### config.mk
export PLATFORM = sky130hd
export DESIGN_NAME = division_seq_param_flat
export DESIGN_NICKNAME = d
export VERILOG_FILES = /design/src/rtl/division_seq_param_if.sv /design/src/rtl/division_seq_param.sv /design/src/flat_wrapper.sv
export SDC_FILE = /design/constraint.sdc
export NUM_CORES = 1
export LEC_CHECK = 0
export CAP_MARGIN = 0
export CELL_PAD_IN_SITES_DETAIL_PLACEMENT = 0
export CELL_PAD_IN_SITES_GLOBAL_PLACEMENT = 2
export CORE_UTILIZATION = 43
export DETAILED_ROUTE_END_ITERATION = 16
export DONT_BUFFER_PORTS = 1
export GPL_TIMING_DRIVEN = 0
export PLACE_DENSITY_LB_ADDON = 0.05
export SLEW_MARGIN = 0
export SYNTH_ARGS = -nofsm -noshare
export SYNTH_HDL_FRONTEND = slang
export SYNTH_SLANG_ARGS = --single-unit
### constraint.sdc
create_clock -name clk -period 5 [get_ports clk]
set_clock_uncertainty 0.15 [all_clocks]
set_input_delay 0.75 -clock clk [delete_from_list [all_inputs] [get_ports clk]]
set_output_delay 0.75 -clock clk [all_outputs]
set_load 0.005 [all_outputs]
### src/rtl/division_seq_param_if.sv
// Request/result bundle for the sequential divider.
// master = requester (drives operands and start), slave = divider.
interface division_seq_param_if #(
  parameter int DW = 8
);
  logic          start;
  logic          signed_mode;
  logic [DW-1:0] Dividendo;
  logic [DW-1:0] Divisor;
  logic          busy;
  logic          ready;
  logic [DW-1:0] Cosiente;
  logic [DW-1:0] Residuo;
  logic          div_zero;

  modport master (
    output start, signed_mode, Dividendo, Divisor,
    input  busy, ready, Cosiente, Residuo, div_zero
  );

  modport slave (
    input  start, signed_mode, Dividendo, Divisor,
    output busy, ready, Cosiente, Residuo, div_zero
  );
endinterface

### src/rtl/division_seq_param.sv
// Fixed-latency restoring divider, signed or unsigned, DW-bit operands.
// Operands are reduced to magnitudes at capture, DW shift-subtract steps run
// in DIV, and FIX restores signs and handles divide-by-zero. Result is ready
// DW+1 edges after the accepting edge regardless of operand values.
module division_seq_param #(
  parameter int DW = 8
) (
  input  logic               clk,
  input  logic               rst,
  division_seq_param_if.slave bus
);
  localparam int CW = $clog2(DW + 1);

  typedef enum logic [1:0] {IDLE, DIV, FIX} state_t;

  state_t        state_q;
  logic [CW-1:0] cnt_q;
  logic [DW-1:0] quo_q;     // dividend bits shift out the top, quotient bits in the bottom
  logic [DW:0]   rem_q;     // partial remainder, extra bit carries the subtract sign
  logic [DW-1:0] dvs_q;     // divisor magnitude
  logic [DW-1:0] dvd_raw_q; // raw dividend, returned as remainder on divide-by-zero
  logic          neg_quo_q;
  logic          neg_rem_q;
  logic          zero_q;

  logic          busy_q;
  logic          ready_q;
  logic          dz_q;
  logic [DW-1:0] cos_q;
  logic [DW-1:0] res_q;

  logic [DW-1:0] a_abs_d;
  logic [DW-1:0] b_abs_d;
  logic [DW:0]   rem_sh_d;
  logic [DW:0]   diff_d;

  // Operand magnitudes at capture, and one trial subtraction per DIV step.
  // -2^(DW-1) has magnitude 2^(DW-1), which still fits as an unsigned DW-bit value.
  always_comb begin
    a_abs_d  = (bus.signed_mode && bus.Dividendo[DW-1]) ? -bus.Dividendo : bus.Dividendo;
    b_abs_d  = (bus.signed_mode && bus.Divisor[DW-1])   ? -bus.Divisor   : bus.Divisor;
    rem_sh_d = {rem_q[DW-1:0], quo_q[DW-1]};
    diff_d   = rem_sh_d - {1'b0, dvs_q};
  end

  // Control FSM with datapath and registered outputs.
  always_ff @(posedge clk or posedge rst) begin
    if (rst) begin
      state_q   <= IDLE;
      cnt_q     <= '0;
      quo_q     <= '0;
      rem_q     <= '0;
      dvs_q     <= '0;
      dvd_raw_q <= '0;
      neg_quo_q <= 1'b0;
      neg_rem_q <= 1'b0;
      zero_q    <= 1'b0;
      busy_q    <= 1'b0;
      ready_q   <= 1'b0;
      dz_q      <= 1'b0;
      cos_q     <= '0;
      res_q     <= '0;
    end else begin
      case (state_q)
        IDLE: begin
          if (bus.start) begin
            quo_q     <= a_abs_d;
            rem_q     <= '0;
            dvs_q     <= b_abs_d;
            dvd_raw_q <= bus.Dividendo;
            neg_quo_q <= bus.signed_mode & (bus.Dividendo[DW-1] ^ bus.Divisor[DW-1]);
            neg_rem_q <= bus.signed_mode & bus.Dividendo[DW-1];
            zero_q    <= (bus.Divisor == '0);
            cnt_q     <= CW'(DW);
            busy_q    <= 1'b1;
            ready_q   <= 1'b0;
            state_q   <= DIV;
          end
        end
        DIV: begin
          if (!diff_d[DW]) begin
            rem_q <= diff_d;
            quo_q <= {quo_q[DW-2:0], 1'b1};
          end else begin
            rem_q <= rem_sh_d;
            quo_q <= {quo_q[DW-2:0], 1'b0};
          end
          cnt_q <= cnt_q - CW'(1);
          if (cnt_q == CW'(1)) state_q <= FIX;
        end
        FIX: begin
          cos_q   <= zero_q ? '1 : (neg_quo_q ? -quo_q : quo_q);
          res_q   <= zero_q ? dvd_raw_q : (neg_rem_q ? -rem_q[DW-1:0] : rem_q[DW-1:0]);
          dz_q    <= zero_q;
          ready_q <= 1'b1;
          busy_q  <= 1'b0;
          state_q <= IDLE;
        end
        default: state_q <= IDLE;
      endcase
    end
  end

  assign bus.busy     = busy_q;
  assign bus.ready    = ready_q;
  assign bus.Cosiente = cos_q;
  assign bus.Residuo  = res_q;
  assign bus.div_zero = dz_q;
endmodule

### src/flat_wrapper.sv
// flat-port wrapper written by rule: the top's interface ports become plain ports
module division_seq_param_flat 
#(
  parameter int DW = 8
)
  (clk, rst, bus_start, bus_signed_mode, bus_Dividendo, bus_Divisor, bus_busy, bus_ready, bus_Cosiente, bus_Residuo, bus_div_zero);
  division_seq_param_if #(.DW(DW)) bus_i ();
  input  logic clk;
  input  logic rst;
  input wire logic [$bits(bus_i.start)-1:0] bus_start;
  input wire logic [$bits(bus_i.signed_mode)-1:0] bus_signed_mode;
  input wire logic [$bits(bus_i.Dividendo)-1:0] bus_Dividendo;
  input wire logic [$bits(bus_i.Divisor)-1:0] bus_Divisor;
  output wire logic [$bits(bus_i.busy)-1:0] bus_busy;
  output wire logic [$bits(bus_i.ready)-1:0] bus_ready;
  output wire logic [$bits(bus_i.Cosiente)-1:0] bus_Cosiente;
  output wire logic [$bits(bus_i.Residuo)-1:0] bus_Residuo;
  output wire logic [$bits(bus_i.div_zero)-1:0] bus_div_zero;
  assign bus_i.start = bus_start;
  assign bus_i.signed_mode = bus_signed_mode;
  assign bus_i.Dividendo = bus_Dividendo;
  assign bus_i.Divisor = bus_Divisor;
  assign bus_busy = bus_i.busy;
  assign bus_ready = bus_i.ready;
  assign bus_Cosiente = bus_i.Cosiente;
  assign bus_Residuo = bus_i.Residuo;
  assign bus_div_zero = bus_i.div_zero;
  division_seq_param #(.DW(DW)) u_core (.clk(clk), .rst(rst), .bus(bus_i));
endmodule
# Word level (Yosys, flattened, before mapping)
# Index checks and enable logic that the tools add are counted.
dict set report totals {
  register_bits 60
  in_bits 20
  output_inout_bits 19
}
dict set report op_classes {
  add_sub_neg 6
  eq_ne 5
  n_mux 21
  n_bitwise 3
  n_reduce_logical 10
}
# op n
set op_table {}
lappend op_table {{$mux W8} 9}
lappend op_table {{$neg A8 Y8} 4}
lappend op_table {{$pmux W8 S2} 2}
lappend op_table {{$sub A9 B8 Y9} 1}
lappend op_table {{$logic_not A8 Y1} 1}
lappend op_table {{$pmux W4 S2} 1}
lappend op_table {{$reduce_and A2 Y1} 4}
lappend op_table {{$eq A4 B1 Y1 const B} 1}
lappend op_table {{$mux W2} 2}
lappend op_table {{$mux W4} 1}
lappend op_table {{$pmux W1 S2} 2}
lappend op_table {{$pmux W2 S2} 1}
lappend op_table {{$reduce_bool A2 Y1} 2}
lappend op_table {{$sub A4 B1 Y4 const B} 1}
lappend op_table {{$mux W1} 3}
lappend op_table {{$and A1 B1 Y1} 2}
lappend op_table {{$eq A2 B1 Y1 const B} 1}
lappend op_table {{$eq A2 B2 Y1 const B} 1}
lappend op_table {{$logic_and A1 B1 Y1} 2}
lappend op_table {{$logic_not A2 Y1} 1}
lappend op_table {{$ne A2 B1 Y1 const B} 1}
lappend op_table {{$ne A2 B2 Y1 const B} 1}
lappend op_table {{$xor A1 B1 Y1} 1}

# Longest topological paths before layout
# Gate-level depths: netlist (run 1).
dict set report depth {
  word_depth 4
  depth_mapped 10
}

# Worst setup path before layout (run 1)
# Ideal clock, no wire load.
dict set report synth_timing {
  path_kind {reg2reg}
  start {register u_core.quo_q[7]}
  end {register u_core.rem_q[1]}
  setup_ns 0.132
  arrival_ns 2.183
  required_ns 4.718
  setup_slack_ns 2.535
  path_stages_with_launch 11
  path_buffers 1
  period_less_slack_ns 2.465
  cell_sequence {dfrtp_1 inv_1 ha_1 inv_1 fa_1 a211oi_4 o211ai_2 a221oi_2 buf_6 mux2i_1 o21ai_1}
}
dict set report synth_via {
  elab_chain_cells 3
}
# element line
set synth_rtl {}
lappend synth_rtl {{start, declared} division_seq_param.sv:18} ;# logic [DW-1:0] quo_q;
lappend synth_rtl {{start signal, assigned} division_seq_param.sv:67} ;# quo_q <= a_abs_d;
lappend synth_rtl {{start signal, assigned} division_seq_param.sv:83} ;# quo_q <= {quo_q[DW-2:0], 1'b1};
lappend synth_rtl {{start signal, assigned} division_seq_param.sv:86} ;# quo_q <= {quo_q[DW-2:0], 1'b0};
lappend synth_rtl {{$sub A9 B8 Y9} division_seq_param.sv:43} ;# diff_d = rem_sh_d - {1'b0, dvs_q};
lappend synth_rtl {{$mux W8} division_seq_param.sv:81} ;# if (!diff_d[DW]) begin
lappend synth_rtl {{$pmux W8 S2} division_seq_param.sv:64} ;# case (state_q)
lappend synth_rtl {{end signal, assigned} division_seq_param.sv:82} ;# rem_q <= diff_d;
lappend synth_rtl {{end signal, assigned} division_seq_param.sv:85} ;# rem_q <= rem_sh_d;
lappend synth_rtl {{end, declared} division_seq_param.sv:19} ;# logic [DW:0] rem_q;
# No other way between the ends.
# A chain may end at the register's enable or synchronous reset.

# Final worst setup path (run 1)
dict set report layout_timing {
  start {register u_core.quo_q[7]}
  end {register u_core.rem_q[3]}
}
# The elaborated chain is that of the path after synthesis.

==> out/summary.log, run 1 <==
qor: timing.post-route-worst-setup-slack 2.168 ns
qor: cells_and_area.fillers 799
qor: setup_path.crit_path_max_fanout 10
qor: clock_tree.cts_hold_fix_bufs 0
qor: timing.timing.slew.headroom 50.62%
qor: cells_and_area.final-seq-area 1501 um^2
qor: grt.pin_count_of_the_biggest_net_entering_global_routing 42
qor: grt.track_usage 21.31%
qor: place.placement.setup.worst_slack 2.171 ns
qor: logic_synthesis.synthSimpleGateAreaFrac 16.93%
qor: die.initial_utilization 44.78%
qor: die.die_outline_width 92.17 um
qor: grt.grt_antenna_before_repair 0
qor: setup_path.timing_worst_setup_path_type reg -> reg
qor: logic_synthesis.multiplexer_share_of_the_synthesized_area 4.653%
qor: place.instance_area_at_placement 3643 um^2
qor: logic_synthesis.synth_edf_count 0
qor: logic_synthesis.postSynthAreaPerCell 9.128 um^2
qor: logic_synthesis.synth.cell_area 3496 um^2
qor: logic_synthesis.dominant_combinational_cell_family_by_area_after_synthesis compound AO/OA/AOI/OAI gates
qor: clock_tree.htree_num_levels 3
qor: logic_synthesis.synthDominantAreaCellType sky130_fd_sc_hd__dfrtp_1
qor: timing.worst_pin_slew 0.7379 ns
qor: timing.finalHoldViolations 0
qor: clock_tree.worstSkewPairLatency 0.34 ns
qor: logic_synthesis.post_synth_inst_count 383
qor: cells_and_area.finalNonFillerCells 502
qor: run.drv.max_cap_violation_count 0
qor: timing.clock.fmax 353.1 MHz
qor: logic_synthesis.yosys.area_share.xor_xnor 6.764%
qor: timing.layout_worst_path_cycle_share 56.64%
qor: power_and_ir_drop.vdd_drop_max 0.3943 mV
qor: logic_synthesis.yosysSeqAreaShare 42.95%
qor: setup_path.critPathArrivalTime 2.88 ns
qor: clock_tree.cts.root.buffer_cell sky130_fd_sc_hd__clkbuf_8
qor: grt.first_pass_grt_wire_length 13810 um
qor: detailed_routing.num_vias 2659
qor: timing.finalSetupViolations 0
qor: setup_path.end_kind flip-flop
qor: hold_path.hold_path_class in -> async
qor: setup_path.worstPathRequired 5.05 ns
qor: clock_tree.cts_buffer_depth 2
qor: logic_synthesis.synth_area_in_compound_gates 18.07%
qor: logic_synthesis.yosysMostFrequentCell sky130_fd_sc_hd__dfrtp_1
qor: cells_and_area.stdcell_area 3812 um^2
qor: die.die_area 8494 um^2
qor: logic_synthesis.dominantRegCellSynth sky130_fd_sc_hd__dfrtp_1
qor: logic_synthesis.synthAdderAreaFrac 5.583%
qor: power_and_ir_drop.totalPowerFinal 2.766 mW
qor: power_and_ir_drop.p_leak 1.694 nW
qor: detailed_routing.route.detailed.wl_per_inst 16.43 um
qor: place.place_inst 486
qor: outcome.status complete, no violations
qor: detailed_routing.routed_via_density 5.297
qor: logic_synthesis.asyncSetResetFlopFracSynth 100.0%
qor: logic_synthesis.synth-warning-count 0
qor: die.core_area 7807 um^2
qor: place.port_buf_inserts 0
qor: cells_and_area.final_layout_size_suffix_gt1_share 8.000%
qor: timing.worst_hold_slack 0.1382 ns
qor: timing.final_setup_tns 0 ns
qor: logic_synthesis.post-synth-top-area-fraction 42.95%
qor: clock_tree.tritoncts_clock_tree yes
qor: clock_tree.quantity_of_gates_resized_following_cts 0
qor: clock_tree.clkSlewWorstSetupHoldPaths 0.07 ns
qor: die.design.portCount 39
qor: timing.grt_setup_unrepaired no
qor: grt.global_route.overflow_total 0
qor: cells_and_area.syn2layout_area_growth 9.055%
qor: place.gp_routability_congestion 0.7830
qor: detailed_routing.detailedRoute.firstIterationViolations 75
qor: grt.vias_in_the_first_global_route 2717
qor: detailed_routing.antenna_left 0
qor: detailed_routing.detailedRoute.firstPassIterationCount 4
qor: cells_and_area.antenna_cells 0
qor: timing.report.final.slew_viol_count 0
qor: clock_tree.cts_made_buffers 9
qor: detailed_routing.postRouteWirelength 8247 um
qor: setup_path.crit_path_start_kind flip-flop
qor: clock_tree.post_cts_buffers 0
qor: clock_tree.cts_num_sinks 60
qor: die.num_rows 32
qor: cells_and_area.nNetsFinal 430
qor: timing.time_the_worst_path_needs_with_i_o_delays_and_setup 2.832 ns
qor: power_and_ir_drop.power.density 725.4 nW/um^2
qor: logic_synthesis.postSynthRegisterBits 60
qor: cells_and_area.final_core_utilization 48.83%
qor: die.die_h 92.17 um
qor: logic_synthesis.mappedNetlistNets 418
qor: logic_synthesis.synth.cells.most_frequent 60 x sky130_fd_sc_hd__dfrtp_1, 57 x sky130_fd_sc_hd__nand2_1, 24 x sky130_fd_sc_hd__inv_1, 24 x sky130_fd_sc_hd__nor2_1, 22 x sky130_fd_sc_hd__o21ai_0
qor: place.dpl.hpwl 6296 um
qor: cells_and_area.multi_input_area 1818 um^2
qor: logic_synthesis.yosysUniqueCellTypes 48
qor: detailed_routing.drt_drc_violations_left 0
qor: logic_synthesis.synth_area_leaders sky130_fd_sc_hd__dfrtp_1 43%, sky130_fd_sc_hd__nand2_1 6.1%, sky130_fd_sc_hd__ha_1 5.0%
==> layout by cell type, fill, tap and decap left out, types with 2 or more instances in the layout <==
master,Yosys,final
sky130_fd_sc_hd__nor2_1,24,24
sky130_fd_sc_hd__nor3_1,4,4
sky130_fd_sc_hd__a21oi_1,17,17
sky130_fd_sc_hd__buf_6,2,2
sky130_fd_sc_hd__xor2_1,10,10
sky130_fd_sc_hd__nor2b_1,10,10
sky130_fd_sc_hd__nand3b_1,2,2
sky130_fd_sc_hd__a21boi_0,2,2
sky130_fd_sc_hd__nor4_1,2,2
sky130_fd_sc_hd__ha_1,14,14
sky130_fd_sc_hd__o21ai_0,22,22
sky130_fd_sc_hd__clkbuf_1,17,18
sky130_fd_sc_hd__a221o_1,2,2
sky130_fd_sc_hd__dfrtp_1,60,60
sky130_fd_sc_hd__o41ai_1,2,2
sky130_fd_sc_hd__mux2_2,2,2
sky130_fd_sc_hd__nand3_1,10,10
sky130_fd_sc_hd__clkinv_2,0,4
sky130_fd_sc_hd__nand2b_1,6,6
sky130_fd_sc_hd__o41ai_2,2,2
sky130_fd_sc_hd__o21ai_1,20,20
sky130_fd_sc_hd__a22oi_1,6,6
sky130_fd_sc_hd__mux2i_1,14,14
sky130_fd_sc_hd__inv_1,24,23
sky130_fd_sc_hd__a21oi_2,3,3
sky130_fd_sc_hd__clkbuf_8,0,10
sky130_fd_sc_hd__nor4b_1,2,2
sky130_fd_sc_hd__o31ai_1,4,4
sky130_fd_sc_hd__a31oi_1,3,3
sky130_fd_sc_hd__o211ai_2,3,3
sky130_fd_sc_hd__or4_1,2,2
sky130_fd_sc_hd__nor3b_1,2,2
sky130_fd_sc_hd__nand2_1,57,57
sky130_fd_sc_hd__xnor2_1,17,17
==> worst paths after layout <==
check                                     from             endpoint  slack, ns  depth (start not counted)
max                            u_core.quo_q[7]      u_core.rem_q[3]       2.17                         10
min                                        rst      u_core.bus.busy       0.14                          1
max reg2reg                    u_core.quo_q[7]      u_core.rem_q[3]       2.17                         10
min reg2reg                u_core.dvd_raw_q[4]  u_core.dvd_raw_q[4]       0.33                          2
max in group asynchronous                  rst      u_core.rem_q[3]       3.98                          2
min in group clk           u_core.dvd_raw_q[4]  u_core.dvd_raw_q[4]       0.33                          2
==> state kept, by name, summed over array words and instances, names as in the netlist <==
signal / cells
u_core.neg_rem_q: 1
u_core.rem_q: 8
u_core.bus.busy: 1
u_core.state_q: 2
u_core.zero_q: 1
u_core.bus.Cosiente: 8
u_core.dvd_raw_q: 8
u_core.quo_q: 8
u_core.bus.ready: 1
u_core.bus.Residuo: 8
u_core.neg_quo_q: 1
u_core.dvs_q: 8
u_core.cnt_q: 4
u_core.bus.div_zero: 1
==> critical path: stages, from the launching register on <==
cell                       delay [ns]
sky130_fd_sc_hd__dfrtp_1         0.41
sky130_fd_sc_hd__inv_1           0.10
sky130_fd_sc_hd__ha_1            0.18
sky130_fd_sc_hd__inv_1           0.06
sky130_fd_sc_hd__fa_1            0.43
sky130_fd_sc_hd__a211oi_4        0.31
sky130_fd_sc_hd__o211ai_2        0.13
sky130_fd_sc_hd__a221oi_2        0.41
sky130_fd_sc_hd__buf_6           0.22
sky130_fd_sc_hd__mux2i_1         0.23
sky130_fd_sc_hd__o21ai_1         0.07
==> power breakdown <==
part	switching, mW	leakage [nW]	total, mW	internal (mW)
Clock	0.190	0.0889	0.380	0.190
Sequential	0.206	0.751	0.917	0.712
Combinational	0.823	0.854	1.47	0.645
==> layout make-up <==
cell class,count,area share [%]
inverters,24,2.363
clock buffers,11,3.709
flip-flops and latches,60,39.38
clock inverters,5,0.7220
repair buffers,1,0.5251
well taps,102,3.348
multi-input cells,280,47.69
plain buffers,19,2.265
==> layer usage <==
layer / wire [um] / share of wire (%) / global-route usage (%)
met3: 259 / 3.1 / 4.726
met2: 4059 / 49 / 35.32
met1: 3839 / 47 / 27.80
met4: 89 / 1.1 / 6.250
met5: 0 / 0 / 0
==> cells by family (layout without fill, tap and decap cells) <==
family          after synthesis  in the layout
fa+ha+maj                    15             15
mux                          16             16
simple gates                127            127
compound gates               95             95
flops                        60             60
buf+inv                      43             60
xor+xnor                     27             27
No activity file was read; power rests on OpenSTA's default activity.
==> inputs of run 2 (changes only) <==
--- a/config.mk
+++ b/config.mk
@@ -8,7 +8,7 @@
 export CAP_MARGIN = 0
 export CELL_PAD_IN_SITES_DETAIL_PLACEMENT = 0
 export CELL_PAD_IN_SITES_GLOBAL_PLACEMENT = 2
-export CORE_UTILIZATION = 43
+export CORE_UTILIZATION = 36
 export DETAILED_ROUTE_END_ITERATION = 16
 export DONT_BUFFER_PORTS = 1
 export GPL_TIMING_DRIVEN = 0
==> constraint.sdc (replaced) <==
create_clock -name clk -period 2.6 [get_ports clk]
set_clock_uncertainty 0.15 [all_clocks]
set_input_delay 0.39 -clock clk [delete_from_list [all_inputs] [get_ports clk]]
set_output_delay 0.39 -clock clk [all_outputs]
set_load 0.005 [all_outputs]
==> run 2 against run 1 <==
Effect of this change: via count rose by 1.8%; flip-flop and latch count did not move; clock-buffer cell count did not move; hold slack got worse by 0.13 ns; sequential share of layout area fell by 1.5 points; final area rose by 3.9%; wire length rose by 10%; first-iteration DRC count rose by 27%; critical path type unchanged; largest power group unchanged; highest routed layer unchanged.
==> out/summary.log, run 2 (same netlist as run 1, synthesis figures left out) <==
qor: die.core_area 9328 um^2
qor: setup_path.cp_max_stage_cell sky130_fd_sc_hd__dfrtp_1
qor: setup_path.worst_path_most_repeated_cell sky130_fd_sc_hd__buf_4
qor: detailed_routing.drt_drc_violations_left 0
qor: clock_tree.tritoncts_clock_tree yes
qor: detailed_routing.detailedRoute.firstPassIterationCount 4
qor: die.num_rows 35
qor: setup_path.crit_path_start_kind flip-flop
qor: cells_and_area.fillers 984
qor: grt.vias_in_the_first_global_route 2710
qor: timing.grt_setup_unrepaired yes
qor: die.design.portCount 39
qor: timing.layout_worst_path_cycle_share 98.35%
qor: cells_and_area.final_layout_size_suffix_gt1_share 10.27%
qor: setup_path.critPathArrivalTime 2.64 ns
qor: detailed_routing.route.met2.wl 4285 um
qor: clock_tree.cts_made_buffers 9
qor: detailed_routing.postRouteWirelength 9093 um
qor: timing.post-route-worst-setup-slack 0.04295 ns
qor: power_and_ir_drop.p_leak 1.747 nW
qor: die.die_h 100.5 um
qor: grt.grt_antenna_before_repair 0
qor: cells_and_area.syn2layout_area_growth 13.35%
qor: cells_and_area.mostFrequentLayoutCell sky130_fd_sc_hd__dfrtp_1
qor: detailed_routing.met3_wirelength 276 um
qor: detailed_routing.antenna_left 0
qor: setup_path.timing_worst_setup_path_type reg -> reg
qor: grt.pin_count_of_the_biggest_net_entering_global_routing 40
qor: cells_and_area.multi_input_area 1844 um^2
qor: detailed_routing.highest-signal-layer met4
qor: detailed_routing.route.detailed.wl_per_inst 16.90 um
qor: grt.track_usage 19.65%
qor: detailed_routing.routed_via_density 5.033
qor: setup_path.worstPathRequired 2.68 ns
qor: die.die_outline_width 100.5 um
qor: clock_tree.cts_num_sinks 60
qor: clock_tree.htree_num_levels 3
qor: power_and_ir_drop.vdd_drop_max 0.7002 mV
qor: cells_and_area.nNetsFinal 441
qor: setup_path.cpPeakStageDelay 0.41 ns
qor: clock_tree.cts_buffer_depth 2
qor: clock_tree.worstSkewPairLatency 0.35 ns
qor: place.placement.setup.worst_slack -0.2410 ns
qor: die.die_area 10110 um^2
qor: setup_path.end_kind flip-flop
qor: detailed_routing.wl_met1 4345 um
qor: hold_path.hold_path_class in -> reg
qor: grt.first_pass_grt_wire_length 14820 um
qor: timing.timing.slew.headroom 48.95%
qor: die.initial_utilization 37.48%
qor: timing.time_the_worst_path_needs_with_i_o_delays_and_setup 2.557 ns
qor: place.port_buf_inserts 0
qor: outcome.status complete, no violations
qor: cells_and_area.antenna_cells 0
qor: run.drv.max_cap_violation_count 0
qor: place.gp_routability_congestion 0.7839
qor: timing.worst_hold_slack 0.008229 ns
qor: cells_and_area.layout.cells.most_common_list 60 x sky130_fd_sc_hd__dfrtp_1, 57 x sky130_fd_sc_hd__nand2_1, 24 x sky130_fd_sc_hd__nor2_1
qor: setup_path.crit_chain inv_2 -> ha_4 -> inv_2 -> fa_2 -> a211oi_4 -> buf_4 -> o211a_1 -> a221oi_4 -> buf_4 -> buf_4 -> a221o_1
qor: clock_tree.clkSlewWorstSetupHoldPaths 0.06 ns
qor: timing.worst_pin_slew 0.7630 ns
qor: timing.clock.fmax 391.1 MHz
qor: clock_tree.cts.root.buffer_cell sky130_fd_sc_hd__clkbuf_8
qor: detailed_routing.detailedRoute.firstIterationViolations 95
qor: grt.global_route.overflow_total 0
qor: detailed_routing.num_vias 2708
qor: timing.finalHoldViolations 0
qor: timing.report.final.slew_viol_count 0
qor: power_and_ir_drop.power.density 1441 nW/um^2
qor: setup_path.crit_path_max_fanout 5
qor: timing.finalSetupViolations 0
qor: place.dpl.hpwl 6710 um
qor: cells_and_area.final-seq-area 1501 um^2
[run 2: cell count changes in the layout (fill, tap and decap cells not counted), moves of 2 or more]
cell / delta
sky130_fd_sc_hd__buf_4: +9
sky130_fd_sc_hd__clkinv_2: -2
sky130_fd_sc_hd__dlygate4sd3_1: +2
sky130_fd_sc_hd__inv_1: -2
sky130_fd_sc_hd__inv_2: +2
[run 2: final timing paths]
kind	slack, ns	depth (start not counted)	startpoint	to
min in group asynchronous	0.36	2	rst	u_core.bus.busy
worst max-delay path	0.04	11	u_core.quo_q[7]	u_core.quo_q[0]
worst min-delay path	0.008	2	bus_Dividendo[3]	u_core.dvd_raw_q[3]
max in group asynchronous	1.34	3	rst	u_core.dvd_raw_q[1]
worst min register to register	0.33	2	u_core.dvd_raw_q[6]	u_core.dvd_raw_q[6]
worst max register to register	0.04	11	u_core.quo_q[7]	u_core.quo_q[0]
[run 2: report_power, final]
group,internal [mW],leakage [nW],switching [mW]
combinational,1.45,0.906,1.69
clock,0.429,0.0890,0.369
sequential,1.37,0.751,0.407
[run 2: metal layers]
metal	vias up	track usage, %
li1	1366	-
met1	1278	25.61
met2	48	31.88
met3	16	3.745
met4	0	8.361
met5	-	0
[run 2: metrics by stage]
step                instances  instance area (um^2)  power (mW)  util (%)   TNS [ns]
finish                    538                  3963       5.712     42.48          0
global route              538                  3963       6.246     42.48    -0.4661
CTS                       536                  3948       5.746     42.32  -0.002643
detailed placement        513                  3677       4.666     39.42     -1.607
global placement          512                  3657       4.599     39.21     -15.30
floorplan                 383                  3496       3.959         -          0
[run 2: timing repair]
item	in CTS	in global routing
endpoints found under the setup margin	9	9
hold endpoints to repair	22	0
resized for setup	7	0
hold buffers	2	0
cloned	1	0
pin swaps	3	3
setup buffers	6	2
[run 2: worst max-delay path: cells and delay by family, from the launching register on]
family | cells | cell delay (ns)
AOI/OAI and AO/OA | 4 | 0.78
buffers and inverters | 5 | 0.59
adders and majority gates | 2 | 0.50
DFF | 1 | 0.41
[run 2: cell type report]
class                   instances  share of cell area, %
clock buffers                  11                  3.315
flip-flops and latches         60                  37.89
plain buffers                  19                  2.179
inverters                      24                  2.273
multi-input cells             280                  46.54
clock inverters                 3                  1.010
repair buffers                 12                  2.715
well taps                     129                  4.073
